## src/rtl/hex_seg7_scan_pkg.sv

```systemverilog
// Shared types and the active-low a..g decode table for the hex 7-segment scanner.
// Segment vectors are [0:6] so that seg[0] is segment a and literals read a..g left to right.
package hex_seg7_pkg;

    typedef logic [0:6] seg7_t;

    localparam seg7_t SEG_OFF = 7'b1111111;

    localparam seg7_t SEG_LUT [16] = '{
        7'b0000001, 7'b1001111, 7'b0010010, 7'b0000110,
        7'b1001100, 7'b0100100, 7'b0100000, 7'b0001111,
        7'b0000000, 7'b0001100, 7'b0001000, 7'b1100000,
        7'b0110001, 7'b1000010, 7'b0110000, 7'b0111000
    };

endpackage

```

## src/rtl/hex_seg7_scan_if.sv

```systemverilog
// Host-side capture signals and board-side display pins of the hex scanner.
// master drives value/dp/load/blank and observes the pins; slave is the scanner itself.
interface hex_seg7_scan_if #(
    parameter int N_DIGITS = 4
) ();
    import hex_seg7_pkg::*;

    logic [4*N_DIGITS-1:0] value_in;
    logic [N_DIGITS-1:0]   dp_in;
    logic                  load;
    logic                  blank;
    seg7_t                 seg;
    logic                  dp;
    logic [N_DIGITS-1:0]   an;
    logic                  frame_done;

    modport master (
        output value_in, dp_in, load, blank,
        input  seg, dp, an, frame_done
    );

    modport slave (
        input  value_in, dp_in, load, blank,
        output seg, dp, an, frame_done
    );

endinterface

```

## src/rtl/hex_seg7_scan_lut.sv

```systemverilog
// Combinational nibble to active-low a..g segment decode.
module hex_seg7_lut
    import hex_seg7_pkg::*;
(
    input  logic [3:0] nibble,
    output seg7_t      seg
);

    assign seg = SEG_LUT[nibble];

endmodule

```

## src/rtl/hex_seg7_scan.sv

```systemverilog
// Time-multiplexed hex driver for N common-anode digits with frame-synchronous double buffering.
// Define HEX_SEG7_SCAN_LZB_EN to dark the digits above the most-significant nonzero nibble.
module hex_seg7_scan #(
    parameter int N_DIGITS = 4,
    parameter int CLK_DIV  = 50000
) (
    input  logic            clk,
    input  logic            reset,
    hex_seg7_scan_if.slave  bus
);
    import hex_seg7_pkg::*;

    localparam int IDX_W = (N_DIGITS > 1) ? $clog2(N_DIGITS) : 1;
    localparam int PRE_W = $clog2(CLK_DIV);
    localparam int VAL_W = 4 * N_DIGITS;
    localparam logic [IDX_W-1:0] IDX_LAST = IDX_W'(N_DIGITS - 1);
    localparam logic [PRE_W-1:0] PRE_LAST = PRE_W'(CLK_DIV - 1);

    logic [PRE_W-1:0]    presc;
    logic [IDX_W-1:0]    idx;
    logic [VAL_W-1:0]    shadow_val, disp_val, commit_val;
    logic [N_DIGITS-1:0] shadow_dp, disp_dp, commit_dp;
    logic [N_DIGITS-1:0] disp_lz, lz_next;
    logic                pending;
    logic                slot_end, frame_wrap;
    logic [3:0]          nib_sel;
    logic                dp_sel, lz_sel;
    seg7_t               seg_dec;

    assign slot_end   = (presc == PRE_LAST);
    assign frame_wrap = slot_end && (idx == IDX_LAST);

    always_ff @(posedge clk or posedge reset) begin
        if (reset) begin
            presc <= '0;
            idx   <= '0;
        end else if (slot_end) begin
            presc <= '0;
            idx   <= (idx == IDX_LAST) ? '0 : idx + 1'b1;
        end else begin
            presc <= presc + 1'b1;
        end
    end

    // A load landing on the wrap cycle bypasses the shadow so it is never a frame late.
    always_comb begin
        commit_val = bus.load ? bus.value_in : shadow_val;
        commit_dp  = bus.load ? bus.dp_in    : shadow_dp;
    end

`ifdef HEX_SEG7_SCAN_LZB_EN
    logic lz_seen;

    always_comb begin
        lz_next = '0;
        lz_seen = 1'b0;
        for (int i = N_DIGITS - 1; i >= 1; i--) begin
            if (commit_val[4*i +: 4] != 4'h0) lz_seen = 1'b1;
            lz_next[i] = ~lz_seen;
        end
    end
`else
    assign lz_next = '0;
`endif

    always_ff @(posedge clk or posedge reset) begin
        if (reset) begin
            shadow_val <= '0;
            shadow_dp  <= '0;
            disp_val   <= '0;
            disp_dp    <= '0;
            disp_lz    <= '0;
            pending    <= 1'b0;
        end else begin
            if (bus.load) begin
                shadow_val <= bus.value_in;
                shadow_dp  <= bus.dp_in;
            end
            if (frame_wrap && (bus.load || pending)) begin
                disp_val <= commit_val;
                disp_dp  <= commit_dp;
                disp_lz  <= lz_next;
            end
            if (frame_wrap)
                pending <= 1'b0;
            else if (bus.load)
                pending <= 1'b1;
        end
    end

    always_comb begin
        nib_sel = '0;
        dp_sel  = 1'b0;
        lz_sel  = 1'b0;
        for (int i = 0; i < N_DIGITS; i++) begin
            if (idx == IDX_W'(i)) begin
                nib_sel = disp_val[4*i +: 4];
                dp_sel  = disp_dp[i];
                lz_sel  = disp_lz[i];
            end
        end
    end

    hex_seg7_lut u_lut (
        .nibble (nib_sel),
        .seg    (seg_dec)
    );

    // Count 0 of each slot keeps every anode off so the previous digit cannot ghost.
    always_ff @(posedge clk or posedge reset) begin
        if (reset) begin
            bus.seg        <= SEG_OFF;
            bus.dp         <= 1'b1;
            bus.an         <= '1;
            bus.frame_done <= 1'b0;
        end else begin
            bus.frame_done <= frame_wrap;
            if (bus.blank) begin
                bus.seg <= SEG_OFF;
                bus.dp  <= 1'b1;
                bus.an  <= '1;
            end else begin
                bus.seg <= lz_sel ? SEG_OFF : seg_dec;
                bus.dp  <= ~dp_sel;
                bus.an  <= (presc == '0) ? '1 : ~(N_DIGITS'(1) << idx);
            end
        end
    end

endmodule
```

## src/flat_wrapper.sv

```systemverilog
// flat-port wrapper written by rule: the top's interface ports become plain ports
module hex_seg7_scan_flat import hex_seg7_pkg::*;
#(
    parameter int N_DIGITS = 4,
    parameter int CLK_DIV  = 50000
)
  (clk, reset, bus_value_in, bus_dp_in, bus_load, bus_blank, bus_seg, bus_dp, bus_an, bus_frame_done);
  hex_seg7_scan_if #(.N_DIGITS(N_DIGITS)) bus_i ();
  input  logic clk;
  input  logic reset;
  input wire logic [$bits(bus_i.value_in)-1:0] bus_value_in;
  input wire logic [$bits(bus_i.dp_in)-1:0] bus_dp_in;
  input wire logic [$bits(bus_i.load)-1:0] bus_load;
  input wire logic [$bits(bus_i.blank)-1:0] bus_blank;
  output wire logic [$bits(bus_i.seg)-1:0] bus_seg;
  output wire logic [$bits(bus_i.dp)-1:0] bus_dp;
  output wire logic [$bits(bus_i.an)-1:0] bus_an;
  output wire logic [$bits(bus_i.frame_done)-1:0] bus_frame_done;
  assign bus_i.value_in = bus_value_in;
  assign bus_i.dp_in = bus_dp_in;
  assign bus_i.load = bus_load;
  assign bus_i.blank = bus_blank;
  assign bus_seg = bus_i.seg;
  assign bus_dp = bus_i.dp;
  assign bus_an = bus_i.an;
  assign bus_frame_done = bus_i.frame_done;
  hex_seg7_scan #(.N_DIGITS(N_DIGITS), .CLK_DIV(CLK_DIV)) u_core (.clk(clk), .reset(reset), .bus(bus_i));
endmodule
```

## config.mk

```make
export PLATFORM = sky130hd
export DESIGN_NAME = hex_seg7_scan_flat
export DESIGN_NICKNAME = d
export VERILOG_FILES = /design/src/rtl/hex_seg7_scan_pkg.sv /design/src/rtl/hex_seg7_scan_if.sv /design/src/rtl/hex_seg7_scan_lut.sv /design/src/rtl/hex_seg7_scan.sv /design/src/flat_wrapper.sv
export SDC_FILE = /design/constraint.sdc
export NUM_CORES = 1
export LEC_CHECK = 0
export ABC_CLOCK_PERIOD_IN_PS = 7700
export BUFFER_PORTS_ARGS = -buffer_cell sky130_fd_sc_hd__buf_2
export CAP_MARGIN = 0
export CELL_PAD_IN_SITES_DETAIL_PLACEMENT = 1
export CELL_PAD_IN_SITES_GLOBAL_PLACEMENT = 1
export CORE_ASPECT_RATIO = 0.8
export CORE_MARGIN = 2
export CORE_UTILIZATION = 50
export DETAILED_ROUTE_END_ITERATION = 16
export GPL_ROUTABILITY_DRIVEN = 0
export PLACE_DENSITY = 0.81
export SETUP_SLACK_MARGIN = 0.2
export SYNTH_ARGS = -nofsm -noshare
export SYNTH_HDL_FRONTEND = slang
export SYNTH_HIERARCHICAL = 1
export SYNTH_SLANG_ARGS = --single-unit
```

## constraint.sdc

```tcl
create_clock -name clk -period 7.7 [get_ports clk]
set_input_delay 1.54 -clock clk [delete_from_list [all_inputs] [get_ports clk]]
set_output_delay 1.54 -clock clk [all_outputs]
set_load 0.01 [all_outputs]
```

==> impl_metrics.tcl, run 1 <==
set metrics [dict create \
    remaining_drc_errors 0 \
    grt_start_max_net_pins 73 \
    cts_root_buf "clkbuf_8" \
    slew_viol_final 0 \
    grt_pass1_wl_mm 12.1 \
    min_path_type "reg -> reg" \
    max_stage_delay_ns 0.78 \
    post-cts-setup-buffers 0 \
    grt_usage_pct 22.0 \
    mostFrequentLayoutCell "dfrtp_1" \
    cts_resized 0 \
    die_h_um 76.3 \
    crit_fanout 7 \
    hp-start "u_core/disp_dp[3]$_DFFE_PP0P_" \
    slew_headroom_pct 36.6 \
    synth_nets 305 \
    startpoint "u_core/idx[0]$_DFFE_PP0N_" \
    p_seq_share_pct 52.1 \
    syn_area_per_cell_um2 12.2 \
    cts_sinks 72 \
    drive_above_1_share_pct 37.7 \
    cap_violations 0 \
    seq_area_frac_synth_pct 55.5 \
    wl_per_cell_um 17.3 \
    final_nets 344 \
    grt_pass1_vias 2423 \
    worstPathRequired_ns 7.97 \
    timing.final.crit_share_pct 42.8 \
    clk_path_buf_depth 2 \
    fillCellCount 681 \
    synth_seq_cells 72 \
    slowest_stage "o31ai_1" \
    end_kind "flip-flop" \
    p_total_mw 0.758 \
    clk-insertion-delay-late_ns 0.34 \
    setup_viol 0 \
    clk_pin_slew_ns 0.08 \
    crit_type "reg -> reg" \
    h-tree-depth 3 \
    syn_inst 269 \
    synth_area_um2 3270 \
    drtIter0Drc 149 \
    die_area_um2 7210 \
    most-common-layout-cells "dfrtp_1 (60), mux2_2 (40), buf_2 (36), nor2_1 (18), nand2_1 (17)" \
    grt_setup_unrepaired "false" \
    setup_tns_ns 0 \
    comb_power_share_pct 4.8 \
    dieWidth_um 94.4 \
    hpwl_mm 4.57 \
    outcome "finished clean" \
    area_growth_pct 14.1 \
    hold_viol_final 0 \
    start_util_pct 51.6 \
    cellPowerDensity_nw_per_um2 203 \
    crit_chain "inv_1 > ha_1 > nor2b_1 > a221oi_1 > o31ai_1 > inv_1 > ha_1 > nand2b_1 > o21ai_1 > a32o_1 > or2_2" \
    antenna_found_initial 0 \
    leakage_nw 1.68 \
    cts_tree "built" \
    p_switching_mw 0.160 \
    max_clock_freq_mhz 304 \
    crit_family "compound AO/OA/AOI/OAI gates" \
    ir_worst_vdd_mv 0.104 \
    worstPathArrival_ns 3.57 \
    whs_ns 0.447 \
    ant_nets 0 \
    netSwitchingFraction_pct 21.1 \
    routed_wirelength_mm 6.88 \
    grt_overflow 0 \
    ioPinCount 37 \
    via_per_inst 5.50 \
    synthDistinctLibCells 40 \
    yosysWarnings 6 \
    cts_inserted_buffers 9 \
    route.vias.total 2184 \
    timing.rr.start "u_core/idx[0]$_DFFE_PP0N_" \
    rows 26 \
    post-route-min-period_ns 3.29 \
    start_kind "flip-flop" \
    path_buf_inv 2 \
    antenna_cells 0 \
    intPower_mw 0.598 \
    core_area_um2 6340 \
    ctsHoldBuffers 0 \
    tightest_slew_ns 0.942 \
    power_frac_clock_pct 43.1 \
    skew_ns 0.00665 \
    port_buffers 36 \
    drtPass1Iterations 4 \
]
## area by class of cell
| cell class | count | area [um^2] | area share (%) |
|---|---|---|---|
| Sequential cell | 72 | 1820 | 48.7 |
| Multi-Input combinational cell | 174 | 1350 | 36.0 |
| Timing Repair Buffer | 38 | 195 | 5.23 |
| Clock buffer | 10 | 138 | 3.69 |
| Tap cell | 84 | 105 | 2.82 |
| Clock inverter | 6 | 82.6 | 2.21 |
| Inverter | 13 | 48.8 | 1.31 |
## final timing paths
check	endpoint	slack [ns]	cells after the start
max in group asynchronous	u_core/disp_dp[1]$_DFFE_PP0P_	5.66	3
min in group asynchronous	u_core/shadow_val[3]$_DFF_PP0_	1.46	3
worst min register to register	u_core/bus.dp$_DFF_PP1_	0.45	1
worst max-delay path	u_core/bus.seg[5]$_DFF_PP1_	4.41	11
worst min-delay path	u_core/bus.dp$_DFF_PP1_	0.45	1
worst max register to register	u_core/bus.seg[5]$_DFF_PP1_	4.41	11
## worst register-to-register path: stages, from the launching register on
cell and delay (ns):
dfrtp_1 0.42, inv_1 0.11, ha_1 0.26, nor2b_1 0.26
a221oi_1 0.12, o31ai_1 0.78, inv_1 0.21, ha_1 0.38
nand2b_1 0.12, o21ai_1 0.08, a32o_1 0.23, or2_2 0.27
## cell families (layout without fill, tap and decap cells)
logic type | count (synthesis) | count (layout) | synth area share, %
AND/OR/NAND/NOR | 77 | 77 | 12.6
flip-flops | 72 | 72 | 55.5
multiplexers | 44 | 44 | 15.0
AO/OA/AOI/OAI | 28 | 28 | 5.43
buffers and inverters | 23 | 67 | 3.33
XOR/XNOR | 13 | 13 | 3.48
adder cells (fa/ha/maj) | 12 | 12 | 4.59
## flip-flops by register name, indices dropped and copies added, names as in the netlist
register               cells
u_core/idx                 2
u_core/bus.seg             7
u_core/pending             1
u_core/bus.frame_done      1
u_core/bus.dp              1
u_core/presc              16
u_core/shadow_val         16
u_core/bus.an              4
u_core/disp_dp             4
u_core/shadow_dp           4
u_core/disp_val           16
## stage by stage
stage	area (um^2)	std cells	setup slack, ns	util [%]
after floorplan	3270	269	4.35	-
after global placement	3510	381	4.32	55.3
after detailed placement	3510	381	4.24	55.3
after CTS	3730	397	4.46	58.8
after global routing	3730	397	4.22	58.8
final	3730	397	4.41	58.8
## power by group through the flow
stage | logic, mW | registers [mW] | clock network, mW
2_1_floorplan | 0.0216 | 0.402 | 0
3_3_place_gp | 0.0359 | 0.401 | 0
3_5_place_dp | 0.0374 | 0.402 | 0
4_1_cts | 0.0375 | 0.395 | 0.337
5_1_grt | 0.0415 | 0.396 | 0.354
6_report | 0.0365 | 0.395 | 0.326
## routing by layer
layer  vias to the layer above  GRT usage, %  share of wire, %
met1                      1125          28.6                45
met3                         6          5.34               4.1
met4                         0          7.39              0.89
met5                         -             0                 0
met2                        44          36.0                50
li1                       1009             -                 -
## cell usage after synthesis
| cell | number | area share, % |
|---|---|---|
| nor3_1 | 3 | 0.46 |
| a31oi_1 | 2 | 0.38 |
| nor4_4 | 1 | 0.65 |
| mux2i_1 | 4 | 1.2 |
| xnor2_1 | 9 | 2.4 |
| and4_1 | 1 | 0.27 |
| nor4_1 | 2 | 0.38 |
| o2bb2ai_1 | 1 | 0.27 |
| and3_1 | 1 | 0.19 |
| nand3_1 | 6 | 0.92 |
| or4_4 | 1 | 0.34 |
| buf_6 | 3 | 1.0 |
| a221oi_1 | 3 | 0.80 |
| o211ai_1 | 1 | 0.23 |
| dfrtp_1 | 60 | 46 |
| o21ai_0 | 4 | 0.61 |
| nor2b_1 | 4 | 0.76 |
| inv_2 | 1 | 0.11 |
| xor2_1 | 4 | 1.1 |
| or3_1 | 2 | 0.38 |
| inv_1 | 12 | 1.4 |
| a31o_2 | 1 | 0.27 |
| nand2_1 | 17 | 2.0 |
| a2111oi_0 | 1 | 0.27 |
| dfstp_2 | 12 | 9.6 |
| nand4_1 | 6 | 1.1 |
| nor4b_1 | 1 | 0.27 |
| and2_1 | 1 | 0.19 |
| nand2b_1 | 3 | 0.57 |
| and3b_1 | 1 | 0.27 |
| o31ai_1 | 2 | 0.46 |
| ha_1 | 12 | 4.6 |
| nand3b_1 | 2 | 0.46 |
| mux2_2 | 40 | 14 |
| or2_2 | 7 | 1.3 |
| a32o_1 | 1 | 0.31 |
| clkbuf_1 | 7 | 0.80 |
| o21ai_1 | 6 | 0.92 |
| a21oi_1 | 6 | 0.92 |
| nor2_1 | 18 | 2.1 |
(Power assumes the default switching activity.)
==> run 2, diff against run 1 <==
--- a/config.mk
+++ b/config.mk
@@ -5,17 +5,17 @@
 export SDC_FILE = /design/constraint.sdc
 export NUM_CORES = 1
 export LEC_CHECK = 0
-export ABC_CLOCK_PERIOD_IN_PS = 7700
+export ABC_CLOCK_PERIOD_IN_PS = 2750
 export BUFFER_PORTS_ARGS = -buffer_cell sky130_fd_sc_hd__buf_2
 export CAP_MARGIN = 0
 export CELL_PAD_IN_SITES_DETAIL_PLACEMENT = 1
 export CELL_PAD_IN_SITES_GLOBAL_PLACEMENT = 1
 export CORE_ASPECT_RATIO = 0.8
 export CORE_MARGIN = 2
-export CORE_UTILIZATION = 50
+export CORE_UTILIZATION = 42
 export DETAILED_ROUTE_END_ITERATION = 16
 export GPL_ROUTABILITY_DRIVEN = 0
-export PLACE_DENSITY = 0.81
+export PLACE_DENSITY = 0.73
 export SETUP_SLACK_MARGIN = 0.2
 export SYNTH_ARGS = -nofsm -noshare
 export SYNTH_HDL_FRONTEND = slang
==> constraint.sdc (replaced) <==
create_clock -name clk -period 2.75 [get_ports clk]
set_input_delay 0.55 -clock clk [delete_from_list [all_inputs] [get_ports clk]]
set_output_delay 0.55 -clock clk [all_outputs]
set_load 0.01 [all_outputs]
==> run 2 against run 1 <==
Net effect:
- first-iteration DRC count down 53%
- utilization down 7.0 points
- sequential power rose to 2.8 times the previous value
- worst setup slack worse by 4.1 ns
- global-route usage down 4.0 points
- via count down 1.3%
- total power rose to 2.6 times the previous value
- clock power up 140%
- fmax up 36%
- largest power group unchanged
==> impl_metrics.tcl, run 2 (synthesized netlist as in run 1, its figures left out) <==
set metrics [dict create \
    outcome "finished clean" \
    grt_start_max_net_pins 49 \
    cellPowerDensity_nw_per_um2 518 \
    grt_util_met2_pct 27.0 \
    via_per_inst 5.01 \
    dp_cells 413 \
    final_nets 357 \
    core_area_um2 7460 \
    setup_viol 0 \
    grt_setup_unrepaired "true" \
    cts_inserted_buffers 9 \
    routed_wirelength_mm 6.72 \
    met1_usage_pct 25.1 \
    drive_above_1_share_pct 42.5 \
    reg2reg_slack_ns 0.32 \
    remaining_drc_errors 0 \
    clk_path_buf_depth 2 \
    grt_use_met3_pct 5.13 \
    grt_pass1_wl_mm 11.8 \
    cap_violations 0 \
    start_kind "flip-flop" \
    clk_pin_slew_ns 0.08 \
    min_path_type "in -> async" \
    max_clock_freq_mhz 412 \
    p_total_mw 2.00 \
    cts_tree "built" \
    fin_area_um2 3860 \
    worstPathRequired_ns 3.02 \
    dieWidth_um 103 \
    reg2reg_depth 11 \
    timing.rr.start "u_core/idx[1]$_DFFE_PP0N_" \
    end_kind "flip-flop" \
    area_growth_pct 18.2 \
    die_h_um 82.9 \
    slew_viol_final 0 \
    cts_sinks 72 \
    port_buffers 36 \
    tightest_slew_ns 0.552 \
    placed_cell_area_um2 3640 \
    worstPathArrival_ns 2.70 \
    die_area_um2 8510 \
    mostFrequentLayoutCell "dfrtp_1" \
    grt_pass1_vias 2298 \
    crit_fanout 9 \
    rows 28 \
    drtIter0Drc 70 \
    ioPinCount 37 \
    utilization_pct 51.8 \
    timing.rr.end "u_core/bus.seg[6]$_DFF_PP1_" \
    route.vias.total 2155 \
    cts_root_buf "clkbuf_8" \
    h-tree-depth 3 \
    grt_usage_pct 17.9 \
    grt_overflow 0 \
    reg_top3 "u_core/disp_val x16, u_core/presc x16, u_core/shadow_val x16" \
    post-route-min-period_ns 2.43 \
    drtPass1Iterations 4 \
    fin_cells 430 \
    hpwl_mm 4.97 \
    wl_per_cell_um 15.6 \
    ir_worst_vdd_mv 0.366 \
    antenna_cells 0 \
    antenna_found_initial 0 \
    startpoint "u_core/idx[1]$_DFFE_PP0N_" \
    start_util_pct 43.8 \
    clk-insertion-delay-late_ns 0.35 \
    setup_tns_ns 0 \
    skew_ns 0.00931 \
    hold_viol_final 0 \
    grt.busiest_layer "met2" \
    slew_headroom_pct 63.1 \
    ant_nets 0 \
    timing.final.crit_share_pct 88.3 \
    crit_type "reg -> reg" \
    leakage_nw 1.76 \
    most-common-layout-cells "dfrtp_1 (60), mux2_2 (40), buf_2 (36), nor2_1 (18), nand2_1 (17)" \
]
[run 2: worst max-delay path: stages, from the launching register on]
cell,delay (ns)
dfrtp_1,0.41
inv_1,0.12
ha_2,0.31
nor2b_4,0.07
a221oi_1,0.33
o31ai_2,0.12
buf_4,0.17
ha_1,0.22
nand2b_1,0.17
o211ai_1,0.10
o21ai_1,0.08
or2_2,0.27
[run 2: through the flow]
step	hold WS [ns]	worst slack [ns]
global placement	0.422	0.349
finish	0.242	0.321
floorplan	0.405	0.222
global route	0.280	0.157
CTS	0.250	0.245
detailed placement	0.433	0.194
[run 2: how the worst max path moves through the flow]
stage,endpoint,cells after the start,slack (ns)
2_1_floorplan,u_core/bus.seg[5]$_DFF_PP1_,11,0.22
3_3_place_gp,u_core/bus.seg[5]$_DFF_PP1_,10,0.35
3_5_place_dp,u_core/bus.seg[0]$_DFF_PP1_,10,0.19
4_1_cts,u_core/bus.seg[5]$_DFF_PP1_,11,0.25
5_1_grt,u_core/bus.seg[5]$_DFF_PP1_,11,0.16
6_report,u_core/bus.seg[6]$_DFF_PP1_,11,0.32
[run 2: report_power, final]
group | switching, mW | total [mW] | internal [mW]
logic | 0.0572 | 0.106 | 0.0492
registers | 0.00863 | 1.11 | 1.10
clock network | 0.381 | 0.791 | 0.410
[run 2: cell type report]
cell class | instances | area (um^2)
clock buffer | 9 | 124
clock inverter | 6 | 61.3
fill | 814 | 3600
inverter | 13 | 48.8
multi-input combinational | 174 | 1380
sequential | 72 | 1820
tap | 105 | 131
timing repair buffer | 51 | 305
[run 2: layer usage]
metal | part of all wire (%) | wire length, um
met1 | 49 | 3280
met2 | 46 | 3110
met3 | 3.5 | 237
met4 | 1.3 | 89
met5 | 0 | 0
[run 2: repair_timing]
action                                  CTS  global route
gates resized for setup                   2             6
pin swaps                                 1             2
endpoints found under the setup margin    2             6
setup buffers                             1             1
hold buffers                              0             0
hold endpoints to repair                  0             0
